### config.mk
export PLATFORM = sky130hd
export DESIGN_NAME = mem_lsu
export DESIGN_NICKNAME = d
export VERILOG_FILES = /design/src/rtl/mem_lsu.sv
export SDC_FILE = /design/constraint.sdc
export NUM_CORES = 1
export LEC_CHECK = 0
export BUFFER_PORTS_ARGS = -buffer_cell sky130_fd_sc_hd__clkbuf_2
export CAP_MARGIN = 0
export CORE_UTILIZATION = 35
export CTS_BUF_LIST = sky130_fd_sc_hd__clkbuf_2 sky130_fd_sc_hd__clkbuf_4 sky130_fd_sc_hd__clkbuf_8
export DETAILED_ROUTE_END_ITERATION = 10
export GPL_TIMING_DRIVEN = 0
export HOLD_SLACK_MARGIN = 0.1
export PLACE_DENSITY = 0.65
export SETUP_SLACK_MARGIN = 0.3
export SYNTH_ARGS = -nofsm -noshare
export SYNTH_HDL_FRONTEND = slang
export SYNTH_SLANG_ARGS = --single-unit
### constraint.sdc
create_clock -name clk -period 11.57 [get_ports clk]
set_input_delay 0 -clock clk [delete_from_list [all_inputs] [get_ports clk]]
set_output_delay 0 -clock clk [all_outputs]
set_load 0.01 [all_outputs]
### src/rtl/mem_lsu.sv
// Pipeline MEM-stage load/store unit: issues a single data-bus access per
// memory op, stalls the pipeline until ack or timeout, then presents results.
//
// state | meaning
// IDLE  | pass-through of non-memory ops; issues aligned memory requests
// WAIT  | request held on the bus, counting cycles without ack
// DONE  | load/store result (or bus error) presented to MEM/WB for one cycle
module mem_lsu #(
  parameter int ACK_TIMEOUT = 255
) (
  input  logic        clk,
  input  logic        rst,
  input  logic [7:0]  aluop_i,
  input  logic [31:0] mem_addr_i,
  input  logic [31:0] reg2_i,
  input  logic [4:0]  wd_i,
  input  logic        wreg_i,
  input  logic [31:0] wdata_i,
  input  logic [31:0] hi_i,
  input  logic [31:0] lo_i,
  input  logic        whilo_i,
  output logic        mem_ce_o,
  output logic        mem_we_o,
  output logic [3:0]  mem_sel_o,
  output logic [31:0] mem_addr_o,
  output logic [31:0] mem_data_o,
  input  logic [31:0] mem_data_i,
  input  logic        mem_ack_i,
  output logic [4:0]  wd_o,
  output logic        wreg_o,
  output logic [31:0] wdata_o,
  output logic [31:0] hi_o,
  output logic [31:0] lo_o,
  output logic        whilo_o,
  output logic        stop,
  output logic        align_err_o,
  output logic        bus_err_o
);

  localparam logic [7:0] EXE_LB_OP  = 8'b1110_0000;
  localparam logic [7:0] EXE_LH_OP  = 8'b1110_0001;
  localparam logic [7:0] EXE_LW_OP  = 8'b1110_0011;
  localparam logic [7:0] EXE_LBU_OP = 8'b1110_0100;
  localparam logic [7:0] EXE_LHU_OP = 8'b1110_0101;
  localparam logic [7:0] EXE_SB_OP  = 8'b1110_1000;
  localparam logic [7:0] EXE_SH_OP  = 8'b1110_1001;
  localparam logic [7:0] EXE_SW_OP  = 8'b1110_1011;
  localparam logic [7:0] CNT_TC     = 8'(ACK_TIMEOUT - 1);

  typedef enum logic [1:0] {IDLE, WAIT, DONE} state_t;

  state_t      state_q;
  logic [7:0]  cnt_q, op_q;
  logic [31:0] cap_q, addr_q, st_q, wdata_q, hi_q, lo_q;
  logic [4:0]  wd_q;
  logic        wreg_q, whilo_q, bus_err_q;

  logic [7:0]  op_c;
  logic [31:0] addr_c, st_c;
  logic        is_ld, is_st, is_mem, sext, misalign, issue;
  logic [1:0]  sz;
  logic [3:0]  sel_c;
  logic [31:0] sdata_c, ld_val;
  logic [7:0]  ld_byte;
  logic [15:0] ld_half;

  // Once issued, the request and the load decode come from the captured copy.
  assign op_c   = (state_q == IDLE) ? aluop_i    : op_q;
  assign addr_c = (state_q == IDLE) ? mem_addr_i : addr_q;
  assign st_c   = (state_q == IDLE) ? reg2_i     : st_q;

  always_comb begin
    is_ld = 1'b0;
    is_st = 1'b0;
    sext  = 1'b0;
    sz    = 2'd0;
    case (op_c)
      EXE_LB_OP:  begin is_ld = 1'b1; sext = 1'b1; sz = 2'd0; end
      EXE_LBU_OP: begin is_ld = 1'b1; sz = 2'd0; end
      EXE_LH_OP:  begin is_ld = 1'b1; sext = 1'b1; sz = 2'd1; end
      EXE_LHU_OP: begin is_ld = 1'b1; sz = 2'd1; end
      EXE_LW_OP:  begin is_ld = 1'b1; sz = 2'd2; end
      EXE_SB_OP:  begin is_st = 1'b1; sz = 2'd0; end
      EXE_SH_OP:  begin is_st = 1'b1; sz = 2'd1; end
      EXE_SW_OP:  begin is_st = 1'b1; sz = 2'd2; end
      default: ;
    endcase
  end

  assign is_mem   = is_ld | is_st;
  assign misalign = ((sz == 2'd1) && addr_c[0]) || ((sz == 2'd2) && (addr_c[1:0] != 2'b00));
  assign issue    = (state_q == IDLE) && is_mem && !misalign;

  always_comb begin
    sel_c   = 4'b1111;
    sdata_c = st_c;
    ld_byte = cap_q[31:24];
    ld_half = addr_c[1] ? cap_q[15:0] : cap_q[31:16];
    case (addr_c[1:0])
      2'b00:   ld_byte = cap_q[31:24];
      2'b01:   ld_byte = cap_q[23:16];
      2'b10:   ld_byte = cap_q[15:8];
      default: ld_byte = cap_q[7:0];
    endcase
    case (sz)
      2'd0: begin
        sel_c   = 4'b1000 >> addr_c[1:0];
        sdata_c = {4{st_c[7:0]}};
        ld_val  = sext ? {{24{ld_byte[7]}}, ld_byte} : {24'd0, ld_byte};
      end
      2'd1: begin
        sel_c   = addr_c[1] ? 4'b0011 : 4'b1100;
        sdata_c = {2{st_c[15:0]}};
        ld_val  = sext ? {{16{ld_half[15]}}, ld_half} : {16'd0, ld_half};
      end
      default: ld_val = cap_q;
    endcase
  end

  always_ff @(posedge clk or posedge rst) begin
    if (rst) begin
      state_q   <= IDLE;
      cnt_q     <= '0;
      cap_q     <= '0;
      op_q      <= '0;
      addr_q    <= '0;
      st_q      <= '0;
      wd_q      <= '0;
      wreg_q    <= 1'b0;
      wdata_q   <= '0;
      hi_q      <= '0;
      lo_q      <= '0;
      whilo_q   <= 1'b0;
      bus_err_q <= 1'b0;
    end else begin
      case (state_q)
        IDLE: begin
          if (issue) begin
            op_q      <= aluop_i;
            addr_q    <= mem_addr_i;
            st_q      <= reg2_i;
            wd_q      <= wd_i;
            wreg_q    <= wreg_i;
            wdata_q   <= wdata_i;
            hi_q      <= hi_i;
            lo_q      <= lo_i;
            whilo_q   <= whilo_i;
            cnt_q     <= '0;
            bus_err_q <= 1'b0;
            if (mem_ack_i) begin
              cap_q   <= mem_data_i;
              state_q <= DONE;
            end else begin
              state_q <= WAIT;
            end
          end
        end
        WAIT: begin
          if (mem_ack_i) begin
            cap_q   <= mem_data_i;
            state_q <= DONE;
          end else begin
            cnt_q <= cnt_q + 8'd1;
            if (cnt_q == CNT_TC) begin
              bus_err_q <= 1'b1;
              state_q   <= DONE;
            end
          end
        end
        DONE:    state_q <= IDLE;
        default: state_q <= IDLE;
      endcase
    end
  end

  // Outputs are gated by rst so they clear immediately, independent of clk.
  always_comb begin
    mem_ce_o    = 1'b0;
    mem_we_o    = 1'b0;
    mem_sel_o   = 4'b0000;
    mem_addr_o  = '0;
    mem_data_o  = '0;
    wd_o        = '0;
    wreg_o      = 1'b0;
    wdata_o     = '0;
    hi_o        = '0;
    lo_o        = '0;
    whilo_o     = 1'b0;
    stop        = 1'b0;
    align_err_o = 1'b0;
    bus_err_o   = 1'b0;
    if (!rst) begin
      case (state_q)
        IDLE: begin
          if (issue) begin
            mem_ce_o   = 1'b1;
            mem_we_o   = is_st;
            mem_sel_o  = sel_c;
            mem_addr_o = {addr_c[31:2], 2'b00};
            mem_data_o = sdata_c;
            stop       = 1'b1;
          end else begin
            wd_o        = wd_i;
            wreg_o      = wreg_i & !is_mem;
            wdata_o     = wdata_i;
            hi_o        = hi_i;
            lo_o        = lo_i;
            whilo_o     = whilo_i;
            align_err_o = is_mem;
          end
        end
        WAIT: begin
          mem_ce_o   = 1'b1;
          mem_we_o   = is_st;
          mem_sel_o  = sel_c;
          mem_addr_o = {addr_c[31:2], 2'b00};
          mem_data_o = sdata_c;
          stop       = 1'b1;
        end
        DONE: begin
          wd_o      = wd_q;
          wreg_o    = wreg_q & !bus_err_q;
          wdata_o   = is_ld ? ld_val : wdata_q;
          hi_o      = hi_q;
          lo_o      = lo_q;
          whilo_o   = whilo_q & !bus_err_q;
          bus_err_o = bus_err_q;
        end
        default: ;
      endcase
    end
  end

endmodule

==> run_results.csv <==
group,metric,value,unit
detailed_routing,residual_drc_count,0,
job,max_cap_viol_count,0,
final_layout,multiInputGateArea,0.00598,mm^2
pwr,total_power,3.64,mW
cts,post_cts_sizing,0,
setup_path,endpoint_kind,"output pin",
placed_design,place_hpwl,31.2,mm
cts,cts-root-buf,"sky130_fd_sc_hd__clkbuf_8",
sta,tcrit_tclk_final,0.329,
sta,worst_slack,7.76,ns
min_path,worstHoldPathType,"in2async",
final_layout,final_net_count,1913,
pwr,power_per_cell_area,210,mW/mm^2
grt,global_route.usage.met3,0.0433,
pwr,leakagePower,8.37,nW
logic_synthesis,synth.lib_cells_used.distinct,69,
grt,global_route_wire_length_before_repair,67.6,mm
detailed_routing,route.vias.total,11500,
setup_path,cp-start-kind,"flop",
logic_synthesis,synth_top_area_frac,0.458,
setup_path,worstPathMaxFanout,10,
setup_path,timing.setup.critical_path_class,"reg2out",
final_layout,area.growth.synth_to_final,45.8,%
logic_synthesis,synth_flop_cell,"sky130_fd_sc_hd__dfrtp_1",
die,design.core.area,0.0335,mm^2
setup_path,crit_chain,"buf_2, buf_2, inv_1, nor3_1, clkbuf_1, buf_1, o221ai_1, nand3_1, clkbuf_2",
placed_design,post-place-ws,8.26,ns
logic_synthesis,synth.largest_area_cell,"sky130_fd_sc_hd__dfrtp_1",
sta,maxSlewViolCount,0,
cts,postCtsHoldBufs,206,
pwr,irDropWorstVdd,0.107,mV
placed_design,count_of_port_buffers_added_during_placement,382,
logic_synthesis,yosys_warnings,0,
detailed_routing,detail_route.vias_per_cell,5.30,
cts,numCtsBuffers,41,
sta,worst-slew-pin-transition,1.14,ns
sta,max_freq,262,MHz
cts,cts_tree,"yes",
final_layout,seqCellArea,0.00546,mm^2
die,die_x,187,um
sta,setup_total_negative_slack,0,ns
grt,groute.usage.overall,0.246,
detailed_routing,detail-route-antenna-nets,0,
setup_path,worst_path_max_delay_cell,"sky130_fd_sc_hd__clkbuf_1",
final_layout,drive_gt1_frac,0.407,
die,fp.dieArea,0.0348,mm^2
sta,skew,0.0163,ns
run_status,result_of_the_run,"finished clean",
sta,slew_headroom,0.241,
detailed_routing,dr.first_iter.drc_count,543,
detailed_routing,drtPass1Iterations,5,
setup_path,crit_arrival,3.81,ns
setup_path,cp_data_required_time,11.57,ns
grt,maximum_number_of_pins_on_one_net_before_global_route_repair,77,
cts,worstSkewPairLatency,0.53,ns
logic_synthesis,synthesis.instances,1067,
logic_synthesis,async_flop_share,1.00,
grt,gr_util_met2,0.412,
final_layout,num-fill-cells,2966,
grt,grtUsageMet1,0.317,
final_layout,diodes,0,
grt,gr-total-overflow,0,
logic_synthesis,yosys_register_bits,218,
grt,global_route_layer_with_the_greatest_usage,"met2",
logic_synthesis,total_standard_cell_area_after_synthesis,0.0119,mm^2
logic_synthesis,seq_area_frac_synth,0.458,
die,fp-row-count,67,
cts,cts_buffer_depth,3,
cts,clock-sinks,218,
cts,clk_transition_reported_paths,0.06,ns
logic_synthesis,synthTopCellsByCount,"218 x sky130_fd_sc_hd__dfrtp_1, 147 x sky130_fd_sc_hd__mux2_2, 127 x sky130_fd_sc_hd__nand2_1",
cts,cts_post_setup_buffers_inserted,0,
final_layout,finalCoreUtilization,0.518,
grt,first_global_vias,11800,
sta,period_minus_slack,3.81,ns
setup_path,slowest_delay,0.61,ns
placed_design,gpl.final_weighted_congestion,0.903,
logic_synthesis,synth-edff-count,0,
detailed_routing,detail_route.wl_per_cell,20.1,um
sta,rsz0062_at_grt,"false",
logic_synthesis,yosys.cell_count.top_type,"sky130_fd_sc_hd__dfrtp_1",
logic_synthesis,avgSynthCellArea,11.2,um^2
cts,clock_tree.htree_level_count,2,
grt,number_of_antenna_violations_at_the_first_check_in_global_routing,1,
sta,timing_hold_violations_final,0,
sta,finalSetupViolCount,0,
logic_synthesis,ys_top_cells_by_area,"sky130_fd_sc_hd__dfrtp_1 46%, sky130_fd_sc_hd__mux2_2 14%, sky130_fd_sc_hd__a22o_1 5.1%",
die,num_io_pins,386,
die,fp.dieH,187,um
setup_path,most_common_cell_type_on_the_critical_path,"sky130_fd_sc_hd__buf_2",
detailed_routing,postRouteWirelength,43.7,mm
die,start_util,0.355,
## kinds of logic (layout without fill, tap and decap cells)
group	Yosys count	in the layout	synth area share
other	1	2	0.000315
buffers and inverters	96	757	0.0412
flip-flops	218	218	0.458
XOR/XNOR	6	6	0.00441
AND/OR/NAND/NOR	275	275	0.111
multiplexers	229	229	0.220
AO/OA/AOI/OAI	240	240	0.163
adder cells (fa/ha/maj)	2	2	0.00210
## through the flow
step           std cells  instance area (um^2)  hold slack [ns]
6_report            2177                 17400            0.134
5_1_grt             2177                 17400            0.178
4_1_cts             2177                 17400            0.150
3_5_place_dp        1900                 14500            0.166
3_3_place_gp        1898                 14400            0.229
2_1_floorplan       1068                 11900           0.0529
## sequential cells by signal (all words and copies together) (netlist names)
signal / count
addr_q: 32
bus_err_q: 1
cap_q: 32
cnt_q: 8
hi_q: 32
lo_q: 32
op_q: 8
st_q: 32
state_q: 2
wd_q: 5
wdata_q: 32
whilo_q: 1
wreg_q: 1
## metal layers
metal,share of wire,vias up
met5,0,-
met4,0.036,0
met3,0.057,98
met2,0.48,456
met1,0.43,5717
li1,-,5258
## report_power, final
group | total (mW) | internal (mW) | switching (mW)
Clock | 0.787 | 0.459 | 0.328
Combinational | 1.50 | 0.746 | 0.752
Sequential | 1.36 | 1.13 | 0.225
## layout by cell type (no fill, tap or decap), drive strengths merged, types with 9 or more instances in the layout
cell type / instances
clkbuf: 483
dfrtp: 218
dlygate4sd3: 206
mux2: 206
nand2: 127
a22o: 70
buf: 57
and3: 46
a21oi: 44
nor2: 38
a221o: 28
mux2i: 23
or3: 19
o21ai: 19
a211oi: 11
a32oi: 11
o221a: 9
## worst paths after layout
| kind | slack, ns | end | start | cells past startpoint |
|---|---|---|---|---|
| hold reg to reg | 0.48 | op_q[6]$_DFFE_PP0P_ | op_q[6]$_DFFE_PP0P_ | 1 |
| setup / recovery | 7.76 | wdata_o[2] | state_q[1]$_DFFE_PP0P_ | 9 |
| setup reg to reg | 8.30 | cap_q[31]$_DFFE_PP0P_ | op_q[4]$_DFFE_PP0P_ | 7 |
| hold / removal | 0.13 | state_q[0]$_DFFE_PP0P_ | rst | 3 |
| max in group asynchronous | 10.27 | lo_q[30]$_DFFE_PP0P_ | rst | 5 |
| min in group clk | 0.25 | addr_q[30]$_DFFE_PP0P_ | mem_addr_i[30] | 3 |
## cell type report
type / count / area share
timing repair buffer: 590 / 0.232
multi-input combinational: 754 / 0.344
inverter: 7 / 0.00194
clock buffer: 67 / 0.0462
tap: 448 / 0.0323
clock inverter: 4 / 0.00281
buffer: 89 / 0.0267
sequential: 218 / 0.314
## worst max-delay path: cells and delay by family (launching register included)
| kind | cells | cell delay, ns |
|---|---|---|
| AND/OR/NAND/NOR | 2 | 0.74 |
| AO/OA/AOI/OAI | 1 | 0.25 |
| flip-flops | 1 | 0.34 |
| buffers and inverters | 6 | 1.95 |
Note: power is estimated with default switching activity, not from simulation.
